$ cat src/rtl/load_store_unit_if.sv
// Doubleword data-memory bus between the load/store engine (master) and memory (slave).
// The master holds address, data and write enable steady until the slave returns ready.
interface load_store_unit_if #(
   parameter int ADDR_W = 64
);
   logic              mem_req;
   logic              mem_we;
   logic [ADDR_W-1:0] mem_addr;
   logic [63:0]       mem_wdata;
   logic [63:0]       mem_rdata;
   logic              mem_ready;

   modport master (
      output mem_req,
      output mem_we,
      output mem_addr,
      output mem_wdata,
      input  mem_rdata,
      input  mem_ready
   );

   modport slave (
      input  mem_req,
      input  mem_we,
      input  mem_addr,
      input  mem_wdata,
      output mem_rdata,
      output mem_ready
   );
endinterface

$ cat src/rtl/load_store_unit.sv
// Multicycle RV64I load/store engine: one command per start strobe, sub-doubleword
// stores done as read-modify-write over a ready-handshaked doubleword bus.
module load_store_unit #(
   parameter int ADDR_W = 64
) (
   input  logic                clk,
   input  logic                reset,
   input  logic                start,
   input  logic                is_store,
   input  logic [2:0]          funct3,
   input  logic [ADDR_W-1:0]   addr,
   input  logic [63:0]         store_data,
   output logic                busy,
   output logic                done,
   output logic                fault,
   output logic [63:0]         load_data,
   load_store_unit_if.master   mem
);

   typedef enum logic [1:0] {IDLE, READ, WRITE, FINISH} state_t;

   state_t            state_q, state_d;
   logic              is_store_q, is_store_d;
   logic [2:0]        funct3_q, funct3_d;
   logic [2:0]        off_q, off_d;
   logic [63:0]       store_data_q, store_data_d;
   logic              fault_q, fault_d;
   logic [63:0]       load_data_q, load_data_d;
   logic [ADDR_W-1:0] mem_addr_q, mem_addr_d;
   logic [63:0]       wdata_q, wdata_d;

   logic              misaligned;
   logic              cmd_fault;
   logic [63:0]       rdata_sh;
   logic [63:0]       extracted;
   logic [63:0]       sdata_sh;
   logic [3:0]        size_bytes;
   logic [7:0]        byte_en;
   logic [63:0]       merged;

   // Command check runs on the raw inputs so a bad command can go straight to FINISH.
   always_comb begin
      misaligned = 1'b0;
      case (funct3[1:0])
         2'b01:   misaligned = addr[0];
         2'b10:   misaligned = |addr[1:0];
         2'b11:   misaligned = |addr[2:0];
         default: misaligned = 1'b0;
      endcase
      cmd_fault = misaligned | (is_store ? funct3[2] : (funct3 == 3'b111));
   end

   assign rdata_sh = mem.mem_rdata >> {off_q, 3'b000};

   always_comb begin
      extracted = rdata_sh;
      case (funct3_q)
         3'b000:  extracted = {{56{rdata_sh[7]}},  rdata_sh[7:0]};
         3'b001:  extracted = {{48{rdata_sh[15]}}, rdata_sh[15:0]};
         3'b010:  extracted = {{32{rdata_sh[31]}}, rdata_sh[31:0]};
         3'b100:  extracted = {56'd0, rdata_sh[7:0]};
         3'b101:  extracted = {48'd0, rdata_sh[15:0]};
         3'b110:  extracted = {32'd0, rdata_sh[31:0]};
         default: extracted = rdata_sh;
      endcase
   end

   always_comb begin
      case (funct3_q[1:0])
         2'b00:   size_bytes = 4'd1;
         2'b01:   size_bytes = 4'd2;
         2'b10:   size_bytes = 4'd4;
         default: size_bytes = 4'd8;
      endcase
   end

   assign sdata_sh = store_data_q << {off_q, 3'b000};

   // Byte lanes off..off+size-1 take store data; every other lane keeps the read value.
   genvar gi;
   generate
      for (gi = 0; gi < 8; gi++) begin : g_lane
         assign byte_en[gi] = (4'(gi) >= {1'b0, off_q}) &&
                              (4'(gi) <  ({1'b0, off_q} + size_bytes));
         assign merged[8*gi +: 8] = byte_en[gi] ? sdata_sh[8*gi +: 8]
                                                : mem.mem_rdata[8*gi +: 8];
      end
   endgenerate

   always_comb begin
      state_d      = state_q;
      is_store_d   = is_store_q;
      funct3_d     = funct3_q;
      off_d        = off_q;
      store_data_d = store_data_q;
      fault_d      = fault_q;
      load_data_d  = load_data_q;
      mem_addr_d   = mem_addr_q;
      wdata_d      = wdata_q;
      case (state_q)
         IDLE: begin
            if (start) begin
               is_store_d   = is_store;
               funct3_d     = funct3;
               off_d        = addr[2:0];
               store_data_d = store_data;
               mem_addr_d   = {addr[ADDR_W-1:3], 3'b000};
               fault_d      = cmd_fault;
               if (cmd_fault) begin
                  state_d = FINISH;
               end else if (is_store && (funct3 == 3'b011)) begin
                  wdata_d = store_data;
                  state_d = WRITE;
               end else begin
                  state_d = READ;
               end
            end
         end
         READ: begin
            if (mem.mem_ready) begin
               if (is_store_q) begin
                  wdata_d = merged;
                  state_d = WRITE;
               end else begin
                  load_data_d = extracted;
                  state_d     = FINISH;
               end
            end
         end
         WRITE: begin
            if (mem.mem_ready) begin
               state_d = FINISH;
            end
         end
         default: begin
            state_d = IDLE;
         end
      endcase
   end

   always_ff @(posedge clk or posedge reset) begin
      if (reset) begin
         state_q      <= IDLE;
         is_store_q   <= 1'b0;
         funct3_q     <= 3'd0;
         off_q        <= 3'd0;
         store_data_q <= 64'd0;
         fault_q      <= 1'b0;
         load_data_q  <= 64'd0;
         mem_addr_q   <= '0;
         wdata_q      <= 64'd0;
      end else begin
         state_q      <= state_d;
         is_store_q   <= is_store_d;
         funct3_q     <= funct3_d;
         off_q        <= off_d;
         store_data_q <= store_data_d;
         fault_q      <= fault_d;
         load_data_q  <= load_data_d;
         mem_addr_q   <= mem_addr_d;
         wdata_q      <= wdata_d;
      end
   end

   // Control outputs decode state only, so reset removes a request immediately.
   assign busy          = (state_q != IDLE);
   assign done          = (state_q == FINISH);
   assign fault         = (state_q == FINISH) && fault_q;
   assign load_data     = load_data_q;
   assign mem.mem_req   = (state_q == READ) || (state_q == WRITE);
   assign mem.mem_we    = (state_q == WRITE);
   assign mem.mem_addr  = mem_addr_q;
   assign mem.mem_wdata = wdata_q;

endmodule
$ cat src/flat_wrapper.sv
// flat-port wrapper written by rule: the top's interface ports become plain ports
module load_store_unit_flat 
#(
   parameter int ADDR_W = 64
)
  (clk, reset, start, is_store, funct3, addr, store_data, busy, done, fault, load_data, mem_mem_req, mem_mem_we, mem_mem_addr, mem_mem_wdata, mem_mem_rdata, mem_mem_ready);
  load_store_unit_if #(.ADDR_W(ADDR_W)) mem_i ();
  input  logic clk;
  input  logic reset;
  input  logic start;
  input  logic is_store;
  input  logic [2:0] funct3;
  input  logic [ADDR_W-1:0] addr;
  input  logic [63:0] store_data;
  output logic busy;
  output logic done;
  output logic fault;
  output logic [63:0] load_data;
  output wire logic [$bits(mem_i.mem_req)-1:0] mem_mem_req;
  output wire logic [$bits(mem_i.mem_we)-1:0] mem_mem_we;
  output wire logic [$bits(mem_i.mem_addr)-1:0] mem_mem_addr;
  output wire logic [$bits(mem_i.mem_wdata)-1:0] mem_mem_wdata;
  input wire logic [$bits(mem_i.mem_rdata)-1:0] mem_mem_rdata;
  input wire logic [$bits(mem_i.mem_ready)-1:0] mem_mem_ready;
  assign mem_mem_req = mem_i.mem_req;
  assign mem_mem_we = mem_i.mem_we;
  assign mem_mem_addr = mem_i.mem_addr;
  assign mem_mem_wdata = mem_i.mem_wdata;
  assign mem_i.mem_rdata = mem_mem_rdata;
  assign mem_i.mem_ready = mem_mem_ready;
  load_store_unit #(.ADDR_W(ADDR_W)) u_core (.clk(clk), .reset(reset), .start(start), .is_store(is_store), .funct3(funct3), .addr(addr), .store_data(store_data), .busy(busy), .done(done), .fault(fault), .load_data(load_data), .mem(mem_i));
endmodule
$ cat config.mk
export PLATFORM = sky130hd
export DESIGN_NAME = load_store_unit_flat
export DESIGN_NICKNAME = d
export VERILOG_FILES = /design/src/rtl/load_store_unit_if.sv /design/src/rtl/load_store_unit.sv /design/src/flat_wrapper.sv
export SDC_FILE = /design/constraint.sdc
export NUM_CORES = 1
export LEC_CHECK = 0
export CAP_MARGIN = 10
export CORE_MARGIN = 3
export CORE_UTILIZATION = 35
export DETAILED_ROUTE_END_ITERATION = 10
export SETUP_SLACK_MARGIN = 0.02
export SYNTH_ARGS = -nofsm -noshare
export SYNTH_HDL_FRONTEND = slang
export SYNTH_SLANG_ARGS = --single-unit
export TNS_END_PERCENT = 20
$ cat constraint.sdc
create_clock -name clk -period 12.5 [get_ports clk]
set_input_delay 2.5 -clock clk [delete_from_list [all_inputs] [get_ports clk]]
set_output_delay 2.5 -clock clk [all_outputs]
set_load 0.02 [all_outputs]
; ---- Word level (Yosys, flattened, before mapping)
; Cells that the tools add are included.
[word_totals]
ff_bits = 263
in_bits = 200
output_inout_bits = 197
word_cells = 96
[classes]
addsub = 1
order_cmp = 15
eq_ne = 21
shift = 2
n_mux = 25
bitwise_logic = 2
n_reduce_logical = 21
[ops]
columns = operator, count
row1 = $pmux W64 S6, 1
row2 = $mux W64, 5
row3 = $pmux W64 S2, 1
row4 = $mux W8, 8
row5 = $shl A64 B6 Y64, 1
row6 = $shr A64 B6 Y64, 1
row7 = $lt A3 B4 Y1 const A, 4
row8 = $eq A3 B3 Y1 const B, 4
row9 = $pmux W4 S3, 1
row10 = $eq A2 B2 Y1 const B, 5
row11 = $mux W2, 5
row12 = $ge A3 B3 Y1 const A, 3
row13 = $logic_and A1 B1 Y1, 9
row14 = $lt A1 B4 Y1 const A, 2
row15 = $lt A2 B4 Y1 const A, 2
row16 = $eq A2 B1 Y1 const B, 3
row17 = $eq A3 B2 Y1 const B, 2
row18 = $ge A1 B3 Y1 const A, 2
row19 = $ge A2 B3 Y1 const A, 2
row20 = $ne A2 B1 Y1 const B, 3
row21 = $ne A2 B2 Y1 const B, 3
row22 = $pmux W2 S3, 1
row23 = $reduce_and A3 Y1, 2
row24 = $reduce_and A6 Y1, 1
row25 = 13 further kinds, 16

; ---- Logic depth before layout (Yosys ltp)
; Gate-level depths: netlist of run 1.
[depth]
word_depth = 9
mapped_depth = 11

; ---- Least setup slack after synthesis of run 1
; OpenSTA, ideal clock, no wires.
[synth_path]
kind = input-to-reg
from = input addr[2]
to = register u_core.wdata_q[56], in the netlist u_core.mem.mem_wdata[56]
setup_ns = 0.121
arrival_ns = 4.019
required_time_ns = 12.379
setup_slack_ns = 8.360
stages = 7
path_buffers = 2
path_cell_list = a2111oi_0 > a41o_1 > and3_1 > clkbuf_1 > clkbuf_1 > o221ai_1 > o22a_1
[synth_between]
elab_chain_cells = 5
[synth_lines]
columns = element, line_no
row1 = from (decl), flat_wrapper.sv:13  ; input logic [ADDR_W-1:0] addr;
row2 = $reduce_or A3 Y1, load_store_unit.sv:47  ; 2'b11: misaligned = |addr[2:0];
row3 = $pmux W1 S3, load_store_unit.sv:44  ; case (funct3[1:0])
row4 = $or A1 B1 Y1, load_store_unit.sv:50  ; cmd_fault = misaligned | (is_store ? funct3[2] : (funct3 == 3'b111));
row5 = $ne A2 B2 Y1 (no line), -
row6 = $reduce_and A6 Y1 (no line), -
row7 = to (signal assigned), load_store_unit.sv:161  ; wdata_q <= wdata_d;
row8 = to (decl), load_store_unit.sv:30  ; logic [63:0] wdata_q, wdata_d;
; No other way between the ends.
; A chain may end at the register's enable or synchronous reset.

; ---- Worst setup path after layout of run 1
[layout_path]
from = input funct3[1]
to = register u_core.wdata_q[57], in the netlist u_core.mem.mem_wdata[57]
[layout_between]
elab_chain_cells = 5
elab_cells_between_ends = 12
[layout_lines]
columns = element, line_no
row1 = from (decl), flat_wrapper.sv:12  ; input logic [2:0] funct3;
row2 = "$eq A2 B2 Y1, or another cell as far along", load_store_unit.sv:44
row3 = $pmux W1 S3 / $mux W1 (equally long branches), "load_store_unit.sv:44, load_store_unit.sv:50"
row4 = $or A1 B1 Y1, load_store_unit.sv:50
row5 = $ne A2 B2 Y1 (no line), -
row6 = $reduce_and A6 Y1 (no line) (*), -
; Every way passes the cells marked *; elsewhere a longest branch is shown, timed or not.

==> results list, run 1 <==
- Yosys mapped a number of flops with a built-in enable equal to 0.
- After detailed routing, the number of vias per cell comes to 5.69.
- Aggregate negative setup slack: 0 ns
- Timing would allow up to 0.213 GHz.
* Maximum buffer depth of the clock tree: 3
- HPWL reported at the end of detailed placement: 45000 um
- Aggregate global-route resource usage: 25.6%
- Row generation in the floorplan step produced 75 rows.
- In the post-synthesis netlist, the biggest area contributors are dfrtp_1 (44%), mux2_2 (12%), mux2i_1 (7.9%).
- Count of unresolved DRC violations after routing: 0
- Clock Skews: 0.0241 ns
- Max-cap violations in this run came to 0.
- Largest area contributor in the synthesized netlist: dfrtp_1
* Power density over cell area: 320 nW/um^2
- Final-report hold violation count: 0
- The number of clock buffers added by TritonCTS is 30.
- Final setup slack of the worst path: 7.80 ns
* Global route total overflow: 0
* Post-synthesis instance area: 15000 um^2
- Num Clock Sinks: 263
* Worst slack at placement: 7.19 ns
- Peak supply drop: 175 uV
- TritonCTS built the clock tree.
* First-pass GRT wire length: 87000 um
* Antenna violations before repair: 1
- Summed over all cells, the static leakage comes to 8.19 nW.
* Cells after synthesis: 1481
- Total via count after detailed routing: 13500
- Prevailing post-synth register cell: dfrtp_1
- Before antenna repair, the detailed router went through 5 iterations.
- Of the cells placed in the final design, the portion with a size suffix greater than 1 is 14.9%.
- Critical path capture point type: flop
- The floorplan step defined a core boundary enclosing 42100 um^2.
* Setup repair after global routing missed its margin: false
- FFs w/ async S/R, synth: 100%
- Buffers added to address setup during post-CTS repair amount to 0.
- Effective utilization at floorplan: 35.6%
- Final setup violation count: 0
- Buffers placed on the I/O ports in this run total 393.
* Required time of the critical path: 12.98 ns
- Shortest period the worst path allows: 4.70 ns
* Chip width: 213 um
- A synthesized cell averages 10.1 um^2.
- The worst path uses 37.6% of the clock period.
* Type of element launching the critical path: input pin
- Insertion delay of the later-clocked pin in the worst-skew pair: 0.61 ns
- Routability Congestion: 0.927
- Wire length per cell after detailed routing: 25.4 um
* Critical path class: input pin to flop
- For this design, the CTS-stage hold fixing added 0 buffers.
* Synthesis warning total: 0
* Top Ports: 397
- The worst pin sits at a relative slew slack of 24.2%.
* Largest net degree at the start of global routing: 141
* Post-synth cell types: 65
* Crit path arrival time: 5.18 ns
- Synthesis inferred 263 register bits.
- Post-synth top area share: 43.8%
- H-tree level count: 1
- The final max-slew violation count is 0.
* WL final: 60100 um
- Gates resized, CTS repair: 0
- Clock transition time at the flip-flop clock pins of the worst setup and hold paths: 0.06 ns
- Along the worst path, the maximum fanout reaches 77.
* Portion of the post-synthesis area used by sequential elements: 43.8%
- The floorplan step defined a die boundary enclosing 45400 um^2.
- Transition time of the tightest slew-check pin: 1.13 ns
- Iteration-0 DRC Markers: 1104
- Layout Area Growth over Synthesis: 35.7%
- Result of the run: complete, no violations
- Clock tree synthesis selected as its root buffer the cell clkbuf_16.
- Number of global-route vias before repair: 13500
- In this run the remaining antenna-violating nets after routing total 0.
- Class of the worst hold path: flop to flop
- In this run the vertical extent of the chip is 213 um.
* Nets: 2009
-- synth_stat cells (9+ instances only) --
cell type / number
a221oi_1: 18
a22oi_1: 11
a21oi_1: 62
buf_1: 15
nor2b_1: 43
and3_1: 15
mux2_2: 164
a211oi_1: 29
o221ai_1: 14
a31oi_1: 72
nand3_1: 39
o22ai_1: 9
nand2b_1: 10
nor2_1: 162
inv_1: 28
dfrtp_1: 263
mux2i_1: 119
a31oi_2: 9
o22a_1: 10
nand2_1: 117
clkbuf_1: 73
mux4_2: 13
o21ai_0: 50
buf_2: 24
-- final cells by class --
cell class | count | area [um^2]
fillers | 3928 | 21800
multi-input cells | 1068 | 7810
clock inverters | 13 | 270
diodes | 1 | 2.50
well taps | 539 | 674
repair buffers | 408 | 4060
flip-flops and latches | 263 | 6590
clock buffers | 41 | 832
inverters | 30 | 120
-- per-stage QoR --
step / power (W) / hold WS, ns / util [%] / std cells / area [um^2]
5_1_grt: 0.00688 / 0.523 / 48.3 / 2362 / 20400
3_5_place_dp: 0.00550 / 0.474 / 45.7 / 2308 / 19300
6_report: 0.00651 / 0.483 / 48.3 / 2363 / 20400
2_1_floorplan: 0.00402 / 0.445 / - / 1483 / 15000
4_1_cts: 0.00651 / 0.488 / 48.3 / 2362 / 20400
3_3_place_gp: 0.00546 / 0.468 / 45.7 / 2308 / 19300
-- power by group --
part	internal [W]	switching, W
clock network	0.000610	0.000377
logic	0.00166	0.00216
registers	0.00130	0.000400
total	0.00357	0.00294
-- metal layers --
layer	vias up	wire length [um]	GRT usage, %
li1	6061	-	-
met2	672	28100	41.5
met5	-	7	0
met1	6598	24000	32.8
met4	2	2370	9.13
met3	117	5670	7.16
-- state kept, by name (all words and copies together) (netlist names) --
name / cells
u_core.fault_q: 1
u_core.funct3_q: 3
u_core.is_store_q: 1
u_core.load_data: 64
u_core.mem.mem_addr: 61
u_core.mem.mem_wdata: 64
u_core.off_q: 3
u_core.state_q: 2
u_core.store_data_q: 64
-- layout by cell type, fill, tap and decap left out, drive strengths merged, types with 8 or more instances in the layout --
cell / netlist / routed
nor2: 163 / 163
a21oi: 62 / 62
nand2: 118 / 118
a221oi: 18 / 18
a32oi: 9 / 9
clkbuf: 73 / 41
and3: 15 / 15
nand3: 39 / 39
a211oi: 29 / 29
nand2b: 10 / 10
a32o: 8 / 8
buf: 49 / 15
nor2b: 43 / 43
inv: 28 / 28
mux2i: 119 / 119
dfrtp: 263 / 263
o22a: 10 / 10
o221ai: 14 / 14
nand3b: 8 / 8
a22oi: 11 / 11
mux2: 164 / 164
a31oi: 83 / 83
o21ai: 50 / 50
clkdlybuf4s50: 0 / 393
mux4: 13 / 13
o22ai: 9 / 9
-- logic make-up (layout without fill, tap and decap cells) --
kind of cell,Yosys count,after routing,share of synthesized area (%)
xor+xnor,2,2,0.117
simple gates,417,417,12.5
flops,263,263,43.8
mux,296,296,22.2
other cells,1,4,0.0250
fa+ha+maj,8,8,0.717
buf+inv,152,492,4.40
compound gates,342,342,16.2
-- path summary, 6_finish.rpt --
| path | start | endpoint | slack, ns | depth (start not counted) |
|---|---|---|---|---|
| setup / recovery | funct3[1] | u_core.mem.mem_wdata[57]$_DFFE_PP0P_ | 7.80 | 7 |
| hold / removal | u_core.store_data_q[63]$_DFFE_PP0P_ | u_core.store_data_q[63]$_DFFE_PP0P_ | 0.48 | 2 |
| setup reg to reg | u_core.funct3_q[1]$_DFFE_PP0P_ | u_core.mem.mem_wdata[35]$_DFFE_PP0P_ | 8.46 | 8 |
| hold reg to reg | u_core.store_data_q[63]$_DFFE_PP0P_ | u_core.store_data_q[63]$_DFFE_PP0P_ | 0.48 | 2 |
| max in group asynchronous | reset | u_core.mem.mem_wdata[0]$_DFFE_PP0P_ | 8.68 | 3 |
| min in group asynchronous | reset | u_core.mem.mem_addr[17]$_DFFE_PP0P_ | 2.44 | 2 |
-- worst max-delay path, stage by stage --
cell and delay, ns:
clkdlybuf4s50_1 0.50, a2111oi_0 0.38, a41o_1 0.29, and3_2 0.20
buf_4 0.76, o221ai_1 0.30, o22a_1 0.22
Power figures use the tool's default switching activity.
==> run 2, diff against run 1 <==
Clock period 12.5 ns to 4.3 ns, I/O delays scaled along.
==> run 2 against run 1 <==
Via count rose by 1.1%. Critical path depth rose by 2. Clock power rose to 2.8 times the previous value. First-iteration DRC count rose by 7.4%. Global-route usage rose by 0.49 points. Setup slack got worse by 6.8 ns. Utilization rose by 0.40 points. Flip-flop and latch count did not move. Sequential power rose to 2.9 times the previous value. Die area did not move. Critical endpoint is now u_core.mem.mem_wdata[32]$_DFFE_PP0P_.
==> results list, run 2 (synthesis gave the netlist of run 1 again) <==
- The run finished with clean final reports.
- The die covers 45400 um^2.
- Of the total power, combinational logic draws 59.4%.
* Count of port buffers added during placement: 393
- The number of clock buffers added by TritonCTS is 31.
* Type of element launching the critical path: flop
* # Max-Cap Violations: 0
* Required time of the critical path: 4.74 ns
* Class of the worst hold path: flop to flop
- Global routing used 26.1% of the available tracks across all layers.
- Across all register-to-register paths, the minimum setup slack is 1.02 ns.
- The worst pin sits at a relative slew slack of 32.3%.
- Core Box Area: 42100 um^2
- Gates resized, CTS repair: 0
* Crit Reg-Reg Endpoint: u_core.mem.mem_wdata[32]$_DFFE_PP0P_
- The worst register-to-register path has a depth of 9.
* Final worst path period share: 76.3%
- The first global-routing pass estimated 89300 um of wire.
- Of the total power, the share spent switching nets is 45.5%.
* WL final: 60900 um
* Setup repair after global routing missed its margin: false
* HPWL reported at the end of detailed placement: 46300 um
- Launching point of the worst reg2reg path: u_core.funct3_q[1]$_DFFE_PP0P_
* Maximum fanout encountered on the critical timing path: 14
* Antenna violations before repair: 4
* Peak supply drop: 429 uV
* Clock transition time at the flip-flop clock pins of the worst setup and hold paths: 0.06 ns
- Root Driver: clkbuf_16
- In the routed design, unresolved DRC markers number 0.
* Vertical die dimension: 213 um
- Clock Skews: 0.00862 ns
- Row count: 75
* Most common cell after layout, fill and taps aside: clkdlybuf4s50_1
- Num Clock Sinks: 263
- Internal power comes to 0.0104 W.
- Crit path arrival time: 3.72 ns
* Power density over cell area: 926 nW/um^2
- For this configuration, the core starts out at a cell density of 35.6%.
- The layout has 3956 filler cells.
- The worst hold path terminates at u_core.store_data_q[57]$_DFFE_PP0P_.
- Nets: 2030
- Post-DR vias/cell: 5.70
* Global route total overflow: 0
- Top Ports: 397
- After detailed routing, the average wire length per cell comes to 25.5 um.
- After clock tree synthesis, the flow added hold-fix buffers numbering 0.
* Leakage power total: 8.29 nW
- Iteration-0 DRC Markers: 1186
- Util after Layout: 48.7%
* Shortest period the worst path allows: 3.28 ns
- Hold Startpoint: u_core.store_data_q[57]$_DFFE_PP0P_
* Final setup violation count: 0
- Maximum buffer depth of the clock tree: 3
- Layout cells sized above 1: 15.9%
* Largest net degree at the start of global routing: 129
* Critical path class: flop to flop
- The final max-slew violation count came to 0.
- The worst setup path is captured at a flop.
- Post-CTS repair timing setup buffer count: 0
- Of the total power, the clock network draws 14.6%.
* Aggregate negative setup slack: 0 ns
* Final ANT Viol Nets: 0
- Layout Area Growth over Synthesis: 36.8%
- Total via count after detailed routing: 13600
- For this run, the top clock speed supported by timing is 0.305 GHz.
- Chip width: 213 um
- Top library cells by usage in the layout, fill and taps aside: clkdlybuf4s50_1 (393), dfrtp_1 (260), mux2_2 (164), nor2_1 (162), mux2i_1 (119)
- Along the worst hold path, the cell count comes to 2.
- In this run the number of H-tree levels came out at 1.
- Sequential share of power: 26.0%
* First-pass detailed-route iteration total: 6
- In this run the power spent charging and discharging nets is 0.00865 W.
- Clock tree from TritonCTS: built
* Number of global-route vias before repair: 13800
- Total chip power: 0.0190 W
* Hold slack: 0.481 ns
- Insertion delay of the later-clocked pin in the worst-skew pair: 0.59 ns
- Final-report hold violation count: 0
- Routability Congestion: 0.898
- For the pin with the worst max-slew slack, the measured transition is 1.02 ns.
-- run 2: cell types whose count changed in the layout (fill, tap and decap cells not counted), sizes merged --
cell,previous run,this run
diode,1,2
clkinv,6,8
clkinvlp,2,5
bufinv,7,4
buf,15,35
clkbuf,41,42
-- run 2: worst max-delay path by stage --
stage | startpoint | endpoint | slack [ns] | depth (start not counted)
6_report | u_core.funct3_q[1]$_DFFE_PP0P_ | u_core.mem.mem_wdata[32]$_DFFE_PP0P_ | 1.02 | 9
5_1_grt | u_core.funct3_q[1]$_DFFE_PP0P_ | u_core.mem.mem_wdata[32]$_DFFE_PP0P_ | 0.83 | 9
4_1_cts | u_core.funct3_q[1]$_DFFE_PP0P_ | u_core.mem.mem_wdata[32]$_DFFE_PP0P_ | 1.10 | 9
3_5_place_dp | funct3[1] | u_core.mem.mem_wdata[13]$_DFFE_PP0P_ | 0.82 | 6
3_3_place_gp | funct3[1] | u_core.mem.mem_wdata[43]$_DFFE_PP0P_ | 0.90 | 6
2_1_floorplan | reset | u_core.fault_q$_DFFE_PP0P_ | -0.03 | 1
-- run 2: through the flow --
stage / cells / worst slack [ns] / instance area [um^2]
after global routing: 2386 / 0.827 / 20500
final: 2387 / 1.02 / 20500
after CTS: 2385 / 1.10 / 20500
after detailed placement: 2328 / 0.818 / 19500
after global placement: 2328 / 0.904 / 19500
after floorplan: 1483 / -0.0295 / 15000
-- run 2: layout make-up --
| cell class | count | area (um^2) | share of cell area (%) |
|---|---|---|---|
| diodes | 2 | 5.00 | 0.0244 |
| clock buffers | 42 | 867 | 4.22 |
| clock inverters | 15 | 204 | 0.993 |
| inverters | 30 | 116 | 0.567 |
| multi-input cells | 1068 | 7800 | 38.0 |
| flip-flops and latches | 263 | 6590 | 32.1 |
| well taps | 539 | 674 | 3.28 |
| repair buffers | 428 | 4270 | 20.8 |
-- run 2: per-layer routing --
| metal | share of wire [%] | vias to the layer above | global-route usage, % |
|---|---|---|---|
| li1 | - | 6103 | - |
| met1 | 40 | 6717 | 34.3 |
| met2 | 46 | 662 | 42.0 |
| met3 | 10 | 111 | 7.23 |
| met4 | 3.6 | 4 | 8.03 |
| met5 | 0.031 | - | 0 |
-- run 2: power groups by stage --
stage | logic (W) | registers [W] | clock network [W]
detailed placement | 0.0112 | 0.00495 | 0
floorplan | 0.00611 | 0.00558 | 0
global route | 0.0121 | 0.00508 | 0.00295
global placement | 0.0111 | 0.00492 | 0
CTS | 0.0112 | 0.00492 | 0.00284
finish | 0.0113 | 0.00493 | 0.00278
-- run 2: worst max-delay path, cell delays in order (launching register included) --
cell	delay (ns)
dfrtp_1	0.70
nor2_1	0.15
ha_1	0.24
fa_1	0.42
xor2_1	0.39
o21ai_0	0.19
a32oi_2	0.24
buf_4	0.25
mux2i_1	0.41
o22ai_1	0.13
==> run 3, diff against run 2 <==
Clock period 4.3 ns to 3.05 ns, I/O delays scaled along.
==> run 3 against run 2 <==
Sequential power up 38%. Clock power up 49%. Setup slack lost 0.84 ns. Cell area rose by 2.4%. Sequential share of layout area down 0.76 points. Power grew 44%. First-iteration DRC count decreased by 5.8%. Wire length up 0.35%. Die area unchanged.
==> results list, run 3 (synthesis gave the netlist of run 1 again) <==
- Result of the run: complete, no violations
- In the final routed layout, each cell accounts on average for 25.2 um.
- STA classifies the critical path startpoint as a flop.
- TritonCTS built the clock tree.
* Largest net degree at the start of global routing: 99
- The initialized floorplan defines 75 standard-cell rows.
* Number of global-route vias before repair: 13800
- Setup violations remaining at the end of the flow were counted as 0.
* Cell count after placement: 2363
* Delay contributed by the slowest stage of the critical path: 0.61 ns
- The count of nets left with antenna violations once routing finished came out at 0.
- In the final layout, flip-flops and latches occupy 6590 um^2.
- The signal on the critical path passes through nor2_1, ha_1, fa_1, xor2_1, nor3_1, a311oi_1, buf_4, a221oi_1, a21oi_1.
* Total non-filler cell area in the finished layout: 21000 um^2
* Global route total overflow: 0
- Wires add up to 61100 um.
- After detailed routing, the number of remaining DRC violations is 0.
- Antenna violations before repair: 1
* Aggregate negative setup slack: 0 ns
- During I/O placement, the number of pins put on the boundary was 397.
- Hold-fix buffers, CTS: 0
- Count of non-filler cells in the finished layout: 2423
- In this run the worst hold path is classified as input pin to async pin.
* Clock Skews: 0.0136 ns
- Worst slew slack as a fraction of its limit: 39.8%
- At the end of the flow, the number of nets in the layout was 2068.
- Setup repair after global routing missed its margin: false
- Of the total power, the share spent switching nets is 44.6%.
* Shortest period the worst path allows: 2.87 ns
- Crit path arrival time: 3.33 ns
- The root buffer cell chosen for the clock tree is clkbuf_16.
- In the final layout, the share of cells above drive strength 1 is 17.6%.
- Total chip power: 0.0274 W
- R2R setup slack: 0.18 ns
- Aggregate global-route resource usage: 26.3%
- Counting along the longest clock path gives a buffer depth of 3.
- Total internal power: 0.0152 W
* Buffers & Inverters on Critical Path: 1
* Gates resized, CTS repair: 0
- H-tree level count: 2
- Maximum fanout encountered on the critical timing path: 8
* Total via count after detailed routing: 13700
- The placed instances occupy a cell area of 19900 um^2.
- Transition time of the tightest slew-check pin: 0.902 ns
* Timing-limited maximum frequency: 0.348 GHz
- Peak supply drop: 643 uV
* Most common cell after layout, fill and taps aside: clkdlybuf4s50_1
- Iteration-0 DRC Markers: 1117
- Leakage power total: 8.58 nW
* P_sw: 0.0122 W
* Layout Area Growth over Synthesis: 40.1%
- Logic gate share of total power: 60.0%
* Final worst path period share: 94.1%
* Vertical die dimension: 213 um
- Hold slack: 0.497 ns
- In the routed layout, each cell is associated on average with a via count of 5.66.
- Effective utilization at floorplan: 35.6%
- Number of max-slew violations in the final report: 0
- # Max-Cap Violations: 0
- Power density over cell area: 1300 nW/um^2
* Num Clock Sinks: 263
* Worst path slowest cell: a311oi_1
- First-pass GRT wire length: 88800 um
* Critical path class: flop to flop
* Top library cells by usage in the layout, fill and taps aside: clkdlybuf4s50_1 (393), dfrtp_1 (260), mux2_2 (164), nor2_1 (162), mux2i_1 (119)
- In this run the horizontal extent of the chip is 213 um.
- Clock-pin slew was measured on the worst setup and hold paths at 0.06 ns.
- Number of filler instances in the final layout: 3907
* Insertion delay of the later-clocked pin in the worst-skew pair: 0.54 ns
- Multi-input combinational cell area: 7800 um^2
- Die Area: 45400 um^2
- Final-report hold violation count: 0
- Clk network pwr share: 15.2%
- Summed over all nets, the half-perimeter wirelength after detailed placement is 47500 um.
- The core region is 42100 um^2.
- The pre-antenna-repair detailed-routing pass consisted of 5 iterations.
* Largest delay contributor family on the critical path: compound AO/OA/AOI/OAI gates
- Required time of the critical path: 3.51 ns
- Total CTS buffers: 34
* Critical path capture point type: flop
- Sequential share of power: 24.9%
- Routability Congestion: 0.961
* Post-CTS repair timing setup buffer count: 0
* Count of port buffers added during placement: 393
## run 3: final timing paths
kind	startpoint	end	cells past startpoint
worst max register to register	u_core.funct3_q[1]$_DFFE_PP0P_	u_core.mem.mem_wdata[1]$_DFFE_PP0P_	9
worst max-delay path	u_core.funct3_q[1]$_DFFE_PP0P_	u_core.mem.mem_wdata[1]$_DFFE_PP0P_	9
worst min-delay path	reset	u_core.mem.mem_addr[53]$_DFFE_PP0P_	2
max in group asynchronous	reset	u_core.load_data[11]$_DFFE_PP0P_	4
worst min register to register	u_core.store_data_q[58]$_DFFE_PP0P_	u_core.store_data_q[58]$_DFFE_PP0P_	2
min in group clk	u_core.store_data_q[58]$_DFFE_PP0P_	u_core.store_data_q[58]$_DFFE_PP0P_	2
## run 3: through the flow
stage	setup slack, ns	utilization (%)
2_1_floorplan	-1.03	-
3_3_place_gp	0.176	47.2
5_1_grt	0.0424	49.9
3_5_place_dp	0.123	47.2
6_report	0.180	49.9
4_1_cts	0.186	49.9
## run 3: metal layers
metal  global-route usage [%]  wire [um]  part of all wire, %
met2                     43.0      28800                   47
met3                     7.52       5810                  9.5
met4                     8.30       1910                  3.1
met5                        0          7                0.011
met1                     33.8      24500                   40
## run 3: power groups by stage
stage,clock (W),combinational [W],sequential [W]
6_report,0.00415,0.0164,0.00681
5_1_grt,0.00437,0.0176,0.00699
4_1_cts,0.00424,0.0164,0.00680
2_1_floorplan,0,0.00861,0.00786
3_3_place_gp,0,0.0162,0.00679
3_5_place_dp,0,0.0163,0.00684
## run 3: worst register-to-register path, cell delays in order (launching register included)
cell      delay [ns]
dfrtp_1         0.45
nor2_1          0.10
ha_1            0.23
fa_1            0.43
xor2_1          0.25
nor3_1          0.09
a311oi_1        0.61
buf_4           0.29
a221oi_1        0.12
a21oi_1         0.20
## run 3: layout make-up
type / instances / area share [%]
timing repair buffer: 463 / 22.3
tap: 539 / 3.21
clock inverter: 14 / 0.863
inverter: 30 / 0.553
sequential: 263 / 31.3
antenna: 2 / 0.0238
clock buffer: 44 / 4.56
multi-input combinational: 1068 / 37.1
